## config.mk

```make
export PLATFORM = sky130hd
export DESIGN_NAME = key_capture
export DESIGN_NICKNAME = d
export VERILOG_FILES = /design/src/rtl/key_capture_defs.sv /design/src/rtl/key_debounce.sv /design/src/rtl/key_capture.sv
export SDC_FILE = /design/constraint.sdc
export NUM_CORES = 1
export LEC_CHECK = 0
export BUFFER_PORTS_ARGS = -buffer_cell sky130_fd_sc_hd__buf_2
export CAP_MARGIN = 20
export CORE_MARGIN = 10
export CORE_UTILIZATION = 35
export CTS_BUF_LIST = sky130_fd_sc_hd__clkbuf_8 sky130_fd_sc_hd__clkbuf_16
export DETAILED_ROUTE_END_ITERATION = 8
export RECOVER_POWER = 25
export SLEW_MARGIN = 0
export SYNTH_ARGS = -nofsm -noshare
export SYNTH_HDL_FRONTEND = slang
export SYNTH_SLANG_ARGS = --single-unit
```

## constraint.sdc

```tcl
create_clock -name C -period 2.37 [get_ports C]
set_input_delay 0.1185 -clock C [delete_from_list [all_inputs] [get_ports C]]
set_output_delay 0.1185 -clock C [all_outputs]
set_load 0.03 [all_outputs]
```

## src/rtl/key_capture_defs.sv

```systemverilog
// Shared constants and types for the key_capture chord-entry block.
package key_capture_defs;

  localparam int unsigned CNT_W          = 20;
  localparam int unsigned DEF_DB_CYCLES  = 50000;
  localparam int unsigned DEF_WIN_CYCLES = 250000;

  typedef enum logic [1:0] {
    IDLE    = 2'd0,
    COLLECT = 2'd1,
    EMIT    = 2'd2,
    HOLD    = 2'd3
  } state_t;

  // Terminal count for a cycle-length parameter; a length of 0 acts as 1.
  function automatic logic [CNT_W-1:0] cnt_limit(input int unsigned cycles);
    int unsigned c;
    c = (cycles == 0) ? 1 : cycles;
    return CNT_W'(c - 1);
  endfunction

endpackage

```

## src/rtl/key_debounce.sv

```systemverilog
// One key lane: 2-flop synchroniser followed by a hold-time debouncer.
module key_debounce
  import key_capture_defs::*;
#(
  parameter int unsigned DB_CYCLES = DEF_DB_CYCLES
) (
  input  logic C,
  input  logic clr_n,
  input  logic raw,
  output logic lvl
);

  localparam logic [CNT_W-1:0] LIM = cnt_limit(DB_CYCLES);

  logic             r_sync1;
  logic             r_sync2;
  logic             r_lvl;
  logic [CNT_W-1:0] r_cnt;

  always_ff @(posedge C or negedge clr_n) begin
    if (!clr_n) begin
      r_sync1 <= 1'b0;
      r_sync2 <= 1'b0;
      r_lvl   <= 1'b0;
      r_cnt   <= '0;
    end else begin
      r_sync1 <= raw;
      r_sync2 <= r_sync1;
      if (r_sync2 == r_lvl) begin
        r_cnt <= '0;
      end else if (r_cnt == LIM) begin
        r_lvl <= ~r_lvl;
        r_cnt <= '0;
      end else begin
        r_cnt <= r_cnt + CNT_W'(1);
      end
    end
  end

  assign lvl = r_lvl;

endmodule

```

## src/rtl/key_capture.sv

```systemverilog
// Four-lane chord capture: debounced presses are OR-collected over a window
// starting at the first press, then presented once on D with a load strobe.
module key_capture
  import key_capture_defs::*;
#(
  parameter int unsigned DB_CYCLES  = DEF_DB_CYCLES,
  parameter int unsigned WIN_CYCLES = DEF_WIN_CYCLES
) (
  input  logic       C,
  input  logic       clr_n,
  input  logic [3:0] key_raw,
  output logic [3:0] key_lvl,
  output logic [3:0] D,
  output logic       load,
  output logic       busy
);

  localparam logic [CNT_W-1:0] WLIM = cnt_limit(WIN_CYCLES);

  logic [3:0]       w_lvl;
  logic [3:0]       w_press;
  logic [3:0]       r_lvl_d;
  state_t           r_state;
  state_t           w_state_nxt;
  logic [3:0]       r_acc;
  logic [3:0]       w_acc_nxt;
  logic [CNT_W-1:0] r_win;
  logic [CNT_W-1:0] w_win_nxt;
  logic [3:0]       r_d;
  logic             r_load;

  for (genvar g = 0; g < 4; g++) begin : g_lane
    key_debounce #(.DB_CYCLES(DB_CYCLES)) u_db (
      .C     (C),
      .clr_n (clr_n),
      .raw   (key_raw[g]),
      .lvl   (w_lvl[g])
    );
  end

  assign w_press = w_lvl & ~r_lvl_d;

  always_comb begin
    w_state_nxt = r_state;
    w_acc_nxt   = r_acc;
    w_win_nxt   = r_win;
    case (r_state)
      IDLE: begin
        if (|w_press) begin
          w_state_nxt = COLLECT;
          w_acc_nxt   = w_press;
          w_win_nxt   = '0;
        end
      end
      COLLECT: begin
        w_acc_nxt = r_acc | w_press;
        if (r_win == WLIM) begin
          w_state_nxt = EMIT;
        end else begin
          w_win_nxt = r_win + CNT_W'(1);
        end
      end
      EMIT: w_state_nxt = HOLD;
      HOLD: begin
        if (w_lvl == 4'b0000) begin
          w_state_nxt = IDLE;
        end
      end
      default: w_state_nxt = IDLE;
    endcase
  end

  // D/load are registered on entry to EMIT so they are valid during the EMIT
  // cycle itself, which includes any press seen in the last COLLECT cycle.
  always_ff @(posedge C or negedge clr_n) begin
    if (!clr_n) begin
      r_state <= IDLE;
      r_acc   <= '0;
      r_win   <= '0;
      r_lvl_d <= '0;
      r_d     <= '0;
      r_load  <= 1'b0;
    end else begin
      r_state <= w_state_nxt;
      r_acc   <= w_acc_nxt;
      r_win   <= w_win_nxt;
      r_lvl_d <= w_lvl;
      r_load  <= (w_state_nxt == EMIT);
      if (w_state_nxt == EMIT) begin
        r_d <= w_acc_nxt;
      end
    end
  end

  assign key_lvl = w_lvl;
  assign D       = r_d;
  assign load    = r_load;
  assign busy    = (r_state != IDLE);

endmodule

```

==> results of run 1 <==
-- path summary, 6_finish.rpt --
kind / from / cells after the start / end / slack (ns)
max in group asynchronous: clr_n / 3 / g_lane[2].u_db.r_cnt[19] / 0.70
hold / removal: g_lane[3].u_db.r_sync1 / 0 / g_lane[3].u_db.r_sync2 / 0.35
setup reg to reg: r_win[0] / 6 / D[1] / 0.32
setup / recovery: r_win[0] / 6 / D[1] / 0.32
min in group asynchronous: clr_n / 2 / g_lane[3].u_db.r_cnt[12] / 0.38
hold reg to reg: g_lane[3].u_db.r_sync1 / 0 / g_lane[3].u_db.r_sync2 / 0.35
-- final cells by class --
type | count | share of cell area
well taps | 225 | 0.0402
clock inverters | 15 | 0.0230
flip-flops and latches | 127 | 0.454
multi-input cells | 433 | 0.385
clock buffers | 17 | 0.0607
repair buffers | 32 | 0.0297
inverters | 15 | 0.00804
-- power by group through the flow --
stage	Sequential, mW	Combinational (mW)	Clock (mW)
floorplan	2.25	0.0532	0
global placement	2.25	0.109	0
detailed placement	2.25	0.114	0
CTS	2.21	0.121	2.63
global route	2.22	0.133	2.73
finish	2.21	0.111	2.57
-- layer usage --
layer  share of wire  GRT usage
met3           0.031     0.0241
met4           0.025     0.0591
met2            0.48      0.168
met1            0.47      0.142
met5               0          0
-- registers in the layout (all words and copies together), names as in the netlist --
name,cells
r_state,2
g_lane.u_db.lvl,4
r_acc,4
r_lvl_d,4
g_lane.u_db.r_sync1,4
load,1
g_lane.u_db.r_sync2,4
g_lane.u_db.r_cnt,80
D,4
r_win,20
-- critical path, delay by kind of cell, from the launching register on --
kind / cells / cell delay (ns)
and+or+nand+nor: 3 / 0.77
muxes: 1 / 0.35
adders and majority gates: 1 / 0.19
DFF: 1 / 0.40
buffers and inverters: 1 / 0.22
-- logic make-up after synthesis --
group	count (synthesis)	synth area share
AOI/OAI and AO/OA	40	0.0468
xor gates and xnor gates	84	0.121
adders and majority gates	5	0.0103
buffers and inverters	39	0.0334
DFF	127	0.523
muxes	11	0.0202
and+or+nand+nor	293	0.245
-- cells in the final DEF, fill, tap and decap left out, types with 7 or more instances in the layout --
cell / netlist / routed
or3_1: 7 / 7
nor2_1: 111 / 111
dfrtp_1: 127 / 127
and3_1: 12 / 12
nand3_1: 26 / 26
nand2_1: 43 / 43
clkbuf_16: 0 / 17
xnor2_1: 52 / 52
nand4_1: 15 / 15
buf_2: 6 / 14
o2111ai_1: 7 / 7
xor2_1: 32 / 32
inv_1: 15 / 16
a21oi_1: 9 / 9
buf_4: 11 / 9
nor4_1: 18 / 18
mux2_2: 10 / 10
nor3_1: 17 / 17
==> impl_metrics.json, run 1 <==
{
  "synth.area.top_cells": "dfrtp_1 52%, xnor2_1 7.5%, nor2_1 6.9%, xor2_1 4.6%, nand2_1 2.7%",
  "die_w_um": 152,
  "fin_cells": 864,
  "syn_to_final_growth_pct": 15.3,
  "yosysWarningCount": 0,
  "synth_cell_types": 47,
  "antenna_found_initial": 0,
  "ios": 16,
  "critPathCaptureType": "flop",
  "cts_root_buffer": "clkbuf_16",
  "cts_resized": 0,
  "placed_cell_area_um2": 6390,
  "drive_gt1_frac": 0.125,
  "die-area_um2": 23000,
  "drv_slew": 0,
  "vias": 4345,
  "ir_drop_mv": 0.537,
  "seq_area_um2": 3180,
  "required_ns": 2.66,
  "core_um2": 17200,
  "p_sw_frac": 0.227,
  "cp_data_arrival_time_ns": 2.35,
  "power.clock.fraction": 0.525,
  "min_period_ns": 2.05,
  "fin_nets": 637,
  "max_slew_margin": 0.371,
  "whs_ns": 0.349,
  "post-place-ws_ns": 0.289,
  "grt_max_degree": 52,
  "p_int_mw": 3.78,
  "rsz0062_at_grt": "false",
  "worst_path_max_delay_cell": "dfrtp_1",
  "drt_iter0_drc": 298,
  "antennaDiodeCount": 0,
  "p_comb_frac": 0.023,
  "outcome": "completed",
  "finClkSkew_ns": 0.00770,
  "ys.flop_type": "dfrtp_1",
  "drt-vias-per-instance": 5.03,
  "grt_pass1_vias": 4421,
  "synthMostInstantiatedCell": "dfrtp_1",
  "cts_tree": "yes",
  "num_rows": 48,
  "clk_pin_slew_worst_paths_ns": 0.06,
  "yosysTopAreaCell": "dfrtp_1",
  "grt_pass1_wl_um": 20700,
  "dp.cells": 827,
  "antenna_left": 0,
  "synth_edf_count": 0,
  "synth_area_um2": 6070,
  "path_class": "flop to flop",
  "power.density_nw_per_um2": 699,
  "die_y_um": 152,
  "h-tree-depth": 4,
  "grt_use_total": 0.110,
  "max_freq_mhz": 487,
  "cts_buffers": 17,
  "clock_latency_ns": 0.41,
  "grt.overflow.total": 0,
  "io_buffer_count": 15,
  "cts_buffer_depth": 2,
  "fillCellCount": 1689,
  "worst_slack_ns": 0.315,
  "start_kind": "flop",
  "synthCells": 599,
  "wl_per_cell_um": 13.6,
  "final.period_utilization": 0.867,
  "avgSynthCellArea_um2": 10.1,
  "seq_area_frac_synth": 0.523,
  "firstDrtPassIters": 4,
  "critPathMaxStageDelay_ns": 0.40,
  "synth_seq_cells": 127,
  "synth_top_cell_area_share": 0.523,
  "hpwl_um": 8170,
  "postCtsSetupBuffers": 0,
  "syn_nets": 610,
  "fin_util": 0.408,
  "hold_class": "flop to flop",
  "final_area_um2": 7000,
  "critPathMaxFanout": 15,
  "tns_ns": 0,
  "p_sw_mw": 1.11,
  "wirelength_um": 11800,
  "ys_async_sr_fraction": 1.00,
  "power_leakage_nw": 2.97,
  "place.gp.congestion": 0.846,
  "crit_chain": "ha_1 > nor4b_1 > nand4b_1 > nor3_2 > buf_4 > mux2_2",
  "hold_buffers": 5,
  "total_power_mw": 4.89,
  "cap_viol_max_count": 0,
  "drc": 0,
  "timing.final.hold_violations": 0,
  "worst_pin_slew_ns": 0.944,
  "cts_sinks": 127,
  "ys_top_cells_by_count": "127 x dfrtp_1, 111 x nor2_1, 52 x xnor2_1",
  "multi_input_area_um2": 2690,
  "pwr-share-seq": 0.452,
  "setup_viol": 0,
  "initial_core_util": 0.354
}
No activity file was read; power rests on OpenSTA's default activity.
==> inputs of run 2 (changes only) <==
--- a/config.mk
+++ b/config.mk
@@ -8,9 +8,10 @@
 export BUFFER_PORTS_ARGS = -buffer_cell sky130_fd_sc_hd__buf_2
 export CAP_MARGIN = 20
 export CORE_MARGIN = 10
-export CORE_UTILIZATION = 35
+export CORE_UTILIZATION = 55
 export CTS_BUF_LIST = sky130_fd_sc_hd__clkbuf_8 sky130_fd_sc_hd__clkbuf_16
 export DETAILED_ROUTE_END_ITERATION = 8
+export PLACE_DENSITY = 0.72
 export RECOVER_POWER = 25
 export SLEW_MARGIN = 0
 export SYNTH_ARGS = -nofsm -noshare
==> impl_metrics.json, run 2 (same netlist as run 1, synthesis figures left out) <==
{
  "outcome": "complete, but fails checks",
  "violations": "max-capacitance violations, max-slew violations",
  "drc": 0,
  "num_rows": 38,
  "cts_tree": "yes",
  "multi_input_area_um2": 2700,
  "die_w_um": 125,
  "grt_pass1_wl_um": 20500,
  "antenna_found_initial": 0,
  "top_register": "g_lane.u_db.r_cnt",
  "cap_viol_max_count": 1,
  "io_buffer_count": 15,
  "biggestRegsByFlops": "g_lane.u_db.r_cnt (80), r_win (20)",
  "postCtsSetupBuffers": 0,
  "hold_class": "input pin to asynchronous set/reset pin",
  "drt-vias-per-instance": 5.59,
  "worst_pin_slew_ns": 1.94,
  "wl_per_cell_um": 15.4,
  "clk_pin_slew_worst_paths_ns": 0.06,
  "cts_sinks": 127,
  "place.gp.congestion": 0.834,
  "max_slew_margin": -0.292,
  "syn_to_final_growth_pct": 14.4,
  "ios": 16,
  "timing.final.hold_violations": 0,
  "hpwl_um": 7820,
  "drt_iter0_drc": 313,
  "post-place-ws_ns": 0.243,
  "cts_root_buffer": "clkbuf_8",
  "largest_reg_flops": 80,
  "initial_core_util": 0.560,
  "critical_path.startpoint": "r_win[0]",
  "total_power_mw": 5.15,
  "start_kind": "flop",
  "clock_latency_ns": 0.52,
  "ir_drop_mv": 0.511,
  "setup_viol": 0,
  "fin_nets": 634,
  "cp_data_arrival_time_ns": 2.60,
  "drv_slew": 81,
  "wirelength_um": 11900,
  "grt.overflow.total": 0,
  "finClkSkew_ns": 0.00499,
  "drive_gt1_frac": 0.119,
  "required_ns": 2.78,
  "path_class": "flop to flop",
  "critPathMaxFanout": 12,
  "grt_pass1_vias": 4298,
  "min_period_ns": 2.19,
  "seq_area_um2": 3180,
  "worst_slack_ns": 0.177,
  "max_freq_mhz": 456,
  "die_y_um": 125,
  "fillCellCount": 848,
  "cts_buffers": 17,
  "final_common_cell": "dfrtp_1",
  "final.period_utilization": 0.925,
  "cts_buffer_depth": 2,
  "power.density_nw_per_um2": 741,
  "mostFrequentLayoutCells": "127 x dfrtp_1, 111 x nor2_1, 52 x xnor2_1",
  "power_leakage_nw": 3.03,
  "firstDrtPassIters": 5,
  "timing.rr.start": "r_win[0]",
  "dp.cells": 738,
  "grt_max_degree": 81,
  "die-area_um2": 15600,
  "antenna_left": 0,
  "tns_ns": 0,
  "fin_cells": 776,
  "grt_use_total": 0.157,
  "core_um2": 10800,
  "antennaDiodeCount": 0,
  "critPathCaptureType": "flop",
  "vias": 4339,
  "h-tree-depth": 4
}
run 2: final timing paths:
| check | to | slack [ns] | cells past startpoint |
|---|---|---|---|
| setup / recovery | D[1] | 0.18 | 6 |
| hold / removal | g_lane[0].u_db.r_sync1 | 0.22 | 3 |
| setup reg to reg | D[1] | 0.18 | 6 |
| hold reg to reg | g_lane[0].u_db.r_sync2 | 0.35 | 0 |
| max in group asynchronous | g_lane[1].u_db.r_cnt[14] | 0.43 | 3 |
| min in group C | g_lane[3].u_db.r_sync1 | 0.24 | 2 |
run 2: area by class of cell:
cell class / instances / share of cell area
Clock buffer: 20 / 0.0655
Clock inverter: 12 / 0.0274
Inverter: 15 / 0.00810
Multi-Input combinational cell: 433 / 0.388
Timing Repair Buffer: 29 / 0.0281
Sequential cell: 127 / 0.457
Tap cell: 140 / 0.0252
run 2: timing repair:
action	CTS	global route
endpoints found under the hold margin	131	0
setup endpoints to repair	0	1
hold buffers	6	0
resized for setup	0	1
run 2: per-stage QoR:
step / util / cell area (um2) / hold slack [ns]
detailed placement: 0.577 / 6250 / -0.0481
global placement: 0.577 / 6250 / -0.0517
finish: 0.641 / 6950 / 0.216
global route: 0.641 / 6950 / 0.218
CTS: 0.642 / 6960 / 0.195
floorplan: - / 6070 / -0.177
run 2: worst max-delay path, cell delays in order, from the launching register on:
cell	delay (ns)
dfrtp_1	0.39
ha_1	0.17
nor4b_1	0.26
nand4b_1	0.33
nor3_4	0.34
buf_4	0.23
mux2_2	0.35
run 2: report_power, final:
| part | switching (mW) | internal, mW |
|---|---|---|
| logic | 0.0798 | 0.0342 |
| registers | 0.0210 | 2.19 |
| clock network | 0.933 | 1.89 |
| total | 1.03 | 4.12 |
run 2: layer usage:
layer,global-route usage,wire length (um),vias up
li1,-,-,2115
met2,0.245,5700,79
met5,0,0,-
met4,0.0501,108,0
met3,0.0591,611,10
met1,0.199,5530,2135
